$ cat config.mk
export PLATFORM = sky130hd
export DESIGN_NAME = fix_to_float_pipe
export DESIGN_NICKNAME = d
export VERILOG_FILES = /design/src/rtl/fix_to_float_pipe.sv
export SDC_FILE = /design/constraint.sdc
export NUM_CORES = 1
export LEC_CHECK = 0
export ABC_AREA = 1
export BUFFER_PORTS_ARGS = -buffer_cell sky130_fd_sc_hd__clkbuf_2
export CAP_MARGIN = 30
export CORE_UTILIZATION = 30
export DETAILED_ROUTE_END_ITERATION = 10
export HOLD_SLACK_MARGIN = 0.02
export PLACE_DENSITY = 0.56
export SETUP_SLACK_MARGIN = 0.3
export SLEW_MARGIN = 15
export SYNTH_ARGS = -nofsm -noshare
export SYNTH_HDL_FRONTEND = slang
export SYNTH_SLANG_ARGS = --single-unit
export TNS_END_PERCENT = 100
$ cat constraint.sdc
create_clock -name i_clk -period 3.8 [get_ports i_clk]
set_input_delay 0.76 -clock i_clk [delete_from_list [all_inputs] [get_ports i_clk]]
set_output_delay 0.76 -clock i_clk [all_outputs]
set_load 0.005 [all_outputs]
$ cat src/rtl/fix_to_float_pipe.sv
// fix_to_float_pipe: 3-stage fixed-point to {sign, exp, mant} converter with
// valid/ready backpressure. Stage 1 takes sign/magnitude, stage 2 finds the
// leading one, stage 3 normalises, optionally rounds, and registers the result.
module fix_to_float_pipe #(
  parameter int IN_W       = 15,
  parameter int MAN_W      = 10,
  parameter int EXP_W      = 7,
  parameter int EXP_OFFSET = 7,
  parameter int SIGNED     = 0,
  parameter int ROUND      = 0
) (
  input  logic             i_clk,
  input  logic             i_rst_n,
  input  logic             i_in_valid,
  output logic             o_in_ready,
  input  logic [IN_W-1:0]  i_in_data,
  output logic             o_out_valid,
  input  logic             i_out_ready,
  output logic             o_out_sign,
  output logic [EXP_W-1:0] o_out_exp,
  output logic [MAN_W-1:0] o_out_mant,
  output logic             o_out_zero
);
  localparam int               PW      = (IN_W > 1) ? $clog2(IN_W) : 1;
  localparam logic [EXP_W-1:0] DEN_EXP = EXP_W'(MAN_W - 1 - EXP_OFFSET);
  localparam logic [PW-1:0]    P_TOP   = PW'(IN_W - 1);
  localparam logic [PW-1:0]    P_MSB   = PW'(MAN_W - 1);

  // ---------------- handshake ----------------
  // w_vld_pipe[0] is the incoming word, [k] is stage k's valid.
  logic [3:1] r_vld;
  logic [3:0] w_vld_pipe;
  logic [3:1] w_load;

  assign w_vld_pipe = {r_vld, i_in_valid};
  // A stage loads when it is empty or its contents move on this edge.
  assign w_load[3]  = ~r_vld[3] | i_out_ready;
  assign w_load[2]  = ~r_vld[2] | w_load[3];
  assign w_load[1]  = ~r_vld[1] | w_load[2];
  assign o_in_ready  = w_load[1];
  assign o_out_valid = w_vld_pipe[3];

  // Valid bits shift forward whenever the receiving stage loads.
  always_ff @(posedge i_clk or negedge i_rst_n) begin
    if (!i_rst_n) r_vld <= '0;
    else
      for (int k = 1; k <= 3; k++)
        if (w_load[k]) r_vld[k] <= w_vld_pipe[k-1];
  end

  // ---------------- stage 1: sign / magnitude ----------------
  logic            w_neg;
  logic [IN_W-1:0] w_mag;
  logic            r1_sign, r1_zero;
  logic [IN_W-1:0] r1_mag;

  // The most negative input negates to 2^(IN_W-1), which still fits unsigned.
  assign w_neg = (SIGNED != 0) && i_in_data[IN_W-1];
  assign w_mag = w_neg ? (~i_in_data + IN_W'(1)) : i_in_data;

  // Capture sign, magnitude and zero flag of the accepted word.
  always_ff @(posedge i_clk or negedge i_rst_n) begin
    if (!i_rst_n) begin
      r1_sign <= 1'b0;
      r1_mag  <= '0;
      r1_zero <= 1'b0;
    end else if (w_load[1] && w_vld_pipe[0]) begin
      r1_sign <= w_neg;
      r1_mag  <= w_mag;
      r1_zero <= (i_in_data == '0);
    end
  end

  // ---------------- stage 2: leading-one detect ----------------
  logic [PW-1:0]   w_p;
  logic [PW-1:0]   r2_p;
  logic [IN_W-1:0] r2_mag;
  logic            r2_sign, r2_zero;

  // Highest set bit wins; a zero magnitude reports index 0.
  always_comb begin
    w_p = '0;
    for (int i = 0; i < IN_W; i++)
      if (r1_mag[i]) w_p = PW'(i);
  end

  // Carry the leading-one index forward with the magnitude.
  always_ff @(posedge i_clk or negedge i_rst_n) begin
    if (!i_rst_n) begin
      r2_p    <= '0;
      r2_mag  <= '0;
      r2_sign <= 1'b0;
      r2_zero <= 1'b0;
    end else if (w_load[2] && w_vld_pipe[1]) begin
      r2_p    <= w_p;
      r2_mag  <= r1_mag;
      r2_sign <= r1_sign;
      r2_zero <= r1_zero;
    end
  end

  // ---------------- stage 3: normalise / round ----------------
  // w_win = {mag[p -: MAN_W], mag[p-MAN_W]}: the mantissa window plus the
  // first dropped bit (a shifted-in zero when nothing is dropped).
  logic [MAN_W:0]   w_win;
  logic             w_normal, w_rbit;
  logic [MAN_W:0]   w_sum;
  logic [EXP_W-1:0] w_exp_n;
  logic [MAN_W-1:0] w_mant;
  logic [EXP_W-1:0] w_exp;

  assign w_win    = (MAN_W+1)'(({r2_mag, 1'b0} << (P_TOP - r2_p)) >> (IN_W - MAN_W));
  assign w_normal = !r2_zero && (r2_p >= P_MSB);
  assign w_rbit   = (ROUND != 0) && w_normal && (r2_p > P_MSB) && w_win[0];
  assign w_sum    = {1'b0, w_win[MAN_W:1]} + {{MAN_W{1'b0}}, w_rbit};
  assign w_exp_n  = EXP_W'(r2_p) - EXP_W'(EXP_OFFSET);

  // Pick normal vs denormal result; a rounding carry renormalises, except at
  // the top bit where the exponent cannot grow, so the mantissa saturates.
  always_comb begin
    w_mant = r2_mag[MAN_W-1:0];
    w_exp  = DEN_EXP;
    if (w_normal) begin
      w_mant = w_sum[MAN_W-1:0];
      w_exp  = w_exp_n;
      if (w_sum[MAN_W]) begin
        if (r2_p == P_TOP) begin
          w_mant = '1;
        end else begin
          w_mant = w_sum[MAN_W:1];
          w_exp  = w_exp_n + EXP_W'(1);
        end
      end
    end
  end

  // Output register; holds while the downstream stalls.
  always_ff @(posedge i_clk or negedge i_rst_n) begin
    if (!i_rst_n) begin
      o_out_sign <= 1'b0;
      o_out_exp  <= '0;
      o_out_mant <= '0;
      o_out_zero <= 1'b0;
    end else if (w_load[3] && w_vld_pipe[2]) begin
      o_out_sign <= r2_sign & ~r2_zero;
      o_out_exp  <= w_exp;
      o_out_mant <= w_mant;
      o_out_zero <= r2_zero;
    end
  end
endmodule

# Yosys cells after proc, flatten, opt, wreduce, memory -nomap -nowiden
# Index checks and enable logic that the tools add are counted.
[op_classes] addsub=2 magnitude_cmp=1 shifts=1 muxes=16 n_bitwise=6 n_reduce_logical=6
[ops] operator="4-bit two-way mux" count=13
[ops] operator="16-bit by 4-bit left shift with 16-bit output" count=1
[ops] operator="15-bit zero test" count=1
[ops] operator="10-bit two-way mux" count=1
[ops] operator="7-bit two-way mux" count=1
[ops] operator="4-bit by 3-bit subtractor with 5-bit output, second input constant" count=1
[ops] operator="4-bit >= comparator, second input constant" count=1
[ops] operator="1-bit logical AND" count=4
[ops] operator="4-bit subtractor, first input constant" count=1
[ops] operator="1-bit inverter" count=3
[ops] operator="1-bit bitwise OR" count=3
[ops] operator="1-bit zero test" count=1
[ops] operator="1-bit two-way mux" count=1
[totals] ff_bits=57

# Logic depth before layout (Yosys ltp)
[depth] word_depth=14 ltp_mapped=15 ltp_nobuf=15

# Worst setup path before layout
# No wires, ideal clock.
[synth_timing] path_type="register -> register" from="reg r2_p[0]" to="reg o_out_mant[1]" arrival_ns=1.927 setup_slack_ns=1.752 stages_incl_launch_ff=10 path_buffers=2 period_less_slack_ns=2.048 cell_sequence="dfrtp_1 > inv_1 > buf_2 > ha_1 > inv_1 > clkbuf_1 > o21ai_0 > o21ai_0 > nor2_1 > o22a_1"
[synth_between] elab_chain_cells=3 elab_cells_between_ends=5 cone_classes="1 x add/sub; 1 x order compare; 1 x shift; 1 x mux; 1 x reduce/logical"
[synth_rtl] item="start: declaration" line_no="76" source="logic [PW-1:0] r2_p;"
[synth_rtl] item="start signal: assignment" line_no="95" source="r2_p <= w_p;"
[synth_rtl] item="4-bit subtractor / 4-bit >= comparator (equally long branches)" line_no="112, 113"
[synth_rtl] item="16-bit by 4-bit left shift with 16-bit output / 1-bit logical AND (equally long branches)" line_no="112, 113"
[synth_rtl] item="10-bit two-way mux *" line_no="123" source="if (w_normal) begin"
[synth_rtl] item="end signal: assignment" line_no="147" source="o_out_mant <= w_mant;"
[synth_rtl] item="end: declaration" line_no="21" source="output logic [MAN_W-1:0] o_out_mant,"
# Mark *: on every way between the ends. The rest lies on a longest branch, timed or not.
# A chain may end at the register's enable or synchronous reset.

# Worst setup path after layout
[layout_timing] from="reg r2_p[0]" to="reg o_out_mant[9]"
# The elaborated chain is that of the path after synthesis.

==> reports/metrics.sh <==
CTS.REPORTEDPATHS.CLKPINSLEW_PS=110
POST-ROUTE-WORST-SETUP-SLACK_PS=920
TOTAL_POWER_DIVIDED_BY_CELL_AREA_mW_PER_MM2=759
TIMING.CLOCK.SKEW_PS=6.70
MAXSLEWVIOLCOUNT=0
AREA_DELTA_SYNTH_FINAL_PCT=12.9
CTS_ROOT_BUFFER='clkbuf_8'
DIEWIDTH_UM=99.2
GRT_FIRST_PASS_WIRELENGTH_MM=11.9
PLACE_HPWL_MM=5.08
NETLIST.TOP_CELL.BY_AREA='dfrtp_1'
FINAL_CELL_MIX='109 x nand2_1, 55 x dfrtp_1, 51 x o21ai_0'
MAX-SLEW-MARGIN-REL_PCT=52.2
DIEHEIGHT_UM=99.2
MIN_PERIOD_PS=2880
PORTION_OF_THE_POST_SYNTHESIS_AREA_USED_BY_SEQUENTIAL_ELEMENTS_PCT=48.5
SYNTHESIS.AREA_MM2=0.00284
START_UTIL_PCT=30.8
FINAL_NETS=420
LEAKAGEPOWER_nW=1.60
WORST-ENDPOINT-ARRIVAL_PS=3100
REGISTER_BIT_TOTAL_FROM_SYNTHESIS=55
CTS-HTREE-LEVELS=2
TIMING.CRITICAL_PATH.SLOWEST_STAGE_CELL='dfrtp_1'
FIRST_GLOBAL_VIAS=2345
MAPPEDNETLISTNETS=390
ORDERED_LIST_OF_CELLS_ON_THE_WORST_PATH='inv_1 > ha_1 > inv_1 > nand3_1 > o21ai_0 > o21ai_0 > nand2_1 > nand3_1 > a21oi_1'
GRT_START_MAX_NET_PINS=30
ENDPOINT_KIND='register'
VIA_PER_INST=4.85
NUMCLOCKSINKS=55
FINAL_COMMON_CELL='nand2_1'
YOSYSWARNINGCOUNT=0
CRITICAL_PATH_CLASS='reg2reg'
CTS_RESIZED=0
INTPOWER_mW=1.33
WORSTSETUPSTARTPOINTTYPE='register'
CTS.HOLD.BUFFERS_ADDED=0
MIN_PATH_TYPE='in2async'
COMB_POWER_SHARE_PCT=46.9
CTS_INSERTED_BUFFERS=5
SYN_AREA_PER_CELL_UM2=7.71
WORSTPATHREQUIRED_PS=4010
OVERFLOW=0
ROUTEDWLPERCELL_UM=13.3
POWER.SEQUENTIAL.FRACTION_PCT=37.9
CTS_POST_SETUP_BUFFERS_INSERTED=0
WORST_IR_DROP_VDD_mV=0.236
TRITONCTS_CLOCK_TREE='done'
RSZ0062_AT_GRT='false'
DR_ITER_0_VIOLS=105
P_CLK_SHARE_PCT=15.3
POST_ROUTE_CELLS_DRIVE_ABOVE_1_SHARE_PCT=14.8
SYNTH_LARGEST_TYPE_AREA_FRACTION_PCT=48.5
CORE_AREA_MM2=0.00920
GRT_ANTENNA_BEFORE_REPAIR=0
COUNT_OF_BUFFERS_FROM_PORT_BUFFERING=38
N_ANTENNA_CELL=0
ROUTED-VIA-COUNT=2476
PRE_CTS_WS_PS=998
LAYOUT.CELLS.NON_FILLER=510
UTILIZATION_PCT=34.8
FINALHOLDVIOLATIONS=0
DETAIL-ROUTE-ANTENNA-NETS=0
MAX_FREQ_MHz=347
YOSYS.CELL_TYPES.COUNT=30
PLACEMENTROWS=35
DIEAREA_MM2=0.00985
CRITPATHMAXSTAGEDELAY_PS=760
LAYOUT_WORST_PATH_CYCLE_SHARE_PCT=75.8
DP.CELLS=502
GLOBALROUTETOTALUTIL_PCT=15.0
IOPINCOUNT=40
SWITCHING_POWER_mW=1.10
N_FILL_CELL=1007
NETSWITCHINGFRACTION_PCT=45.2
CELL_COUNT_AFTER_SYNTHESIS=368
SETUP_VIOL=0
DRT_PASS1_ITERATIONS=5
CLOCK_INSERTION_DELAY_WORST_SKEW_PS=320
RUN_STATUS='completed'
NUMBER_OF_BUFFERS_BETWEEN_CLOCK_ROOT_AND_THE_DEEPEST_SINK=2
SYNTH.TOP_CELLS.BY_AREA='dfrtp_1 49%, nand2_1 14%, o21ai_0 9.0%'
MAX_CAP_VIOLATIONS=0
WORST_PIN_SLEW_PS=717
CP_MAX_FO=26
FIN_SETUP_TNS_PS=0
FINALWIRELENGTH_MM=6.80
FINALWEIGHTEDCONGESTION=0.860
DETAIL_ROUTE.DRC_VIOLATIONS=0
## per-layer routing
layer | routed length [um] | up-vias | GRT usage [%] | share of wire (%)
met3 | 352 | 8 | 2.39 | 5.2
met4 | 66 | 0 | 3.62 | 0.97
li1 | - | 1259 | - | -
met1 | 3400 | 1130 | 21.6 | 50
met2 | 2980 | 79 | 23.7 | 44
met5 | 0 | - | 0 | 0
## stage by stage
| stage | power [mW] | area, um2 | hold WS (ps) |
|---|---|---|---|
| 2_1_floorplan | 1.74 | 2840 | 448 |
| 3_3_place_gp | 2.06 | 3100 | 457 |
| 3_5_place_dp | 2.06 | 3100 | 471 |
| 4_1_cts | 2.44 | 3200 | 498 |
| 5_1_grt | 2.68 | 3200 | 511 |
| 6_report | 2.43 | 3200 | 468 |
## logic make-up after synthesis
group	share of synthesized area, %
other	0.132
xor gates and xnor gates	1.15
buffers and inverters	8.69
muxes	0.353
AOI/OAI and AO/OA	18.3
adders and majority gates	1.32
DFF	48.5
and+or+nand+nor	21.5
## final timing paths
check	start	endpoint	slack (ps)	cells past startpoint
max	r2_p[0]	o_out_mant[9]	920	9
min	i_rst_n	o_out_mant[4]	470	1
max reg2reg	r2_p[0]	o_out_mant[9]	920	9
min reg2reg	o_out_exp[3]	o_out_exp[3]	490	2
max in group asynchronous	i_rst_n	r2_p[2]	2650	2
min in group i_clk	o_out_exp[3]	o_out_exp[3]	490	2
## flip-flops by register name (all words and copies together), names as in the netlist
name / cells
o_out_exp: 5
r2_p: 4
r1_mag: 15
r1_zero: 1
r2_mag: 15
o_out_zero: 1
o_out_mant: 10
r_vld: 3
r2_zero: 1
## cell usage after synthesis
master      n
a32oi_1     1
o21ai_1     7
and3_1      1
o211ai_1    4
inv_1      36
nand2_1   109
nor2_1     20
o22a_1      1
nand3_1    13
or2_2       2
inv_2       4
a21oi_1    21
buf_2       5
a22oi_1     3
nor3_1      1
nor4_1      3
mux2i_1     1
ha_1        3
clkbuf_1   10
nand4_1     3
conb_1      1
o21ai_0    51
o22ai_1     1
buf_4       3
o31ai_1     3
dfrtp_1    55
a31oi_1     2
xor2_2      2
o211ai_2    1
buf_6       1
## cell type report
cell class	count	area, um2	share of cell area, %
inverter	40	150	4.69
clock inverter	2	20.0	0.625
tap	111	139	4.34
multi-input combinational	254	1210	37.9
sequential	55	1380	43.0
clock buffer	6	82.6	2.58
timing repair buffer	42	220	6.88
## worst max-delay path: cells and delay by family (launching register included)
| family | cells | cell delay [ps] |
|---|---|---|
| compound gates | 3 | 430 |
| fa+ha+maj | 1 | 600 |
| buf+inv | 2 | 640 |
| flops | 1 | 760 |
| simple gates | 3 | 330 |
## power by group through the flow
stage | Sequential, mW | Combinational, mW | Clock (mW)
after CTS | 0.921 | 1.13 | 0.382
after detailed placement | 0.933 | 1.13 | 0
after global routing | 0.949 | 1.33 | 0.404
after global placement | 0.928 | 1.13 | 0
after floorplan | 0.882 | 0.854 | 0
final | 0.920 | 1.14 | 0.370
No activity file was read; power rests on OpenSTA's default activity.
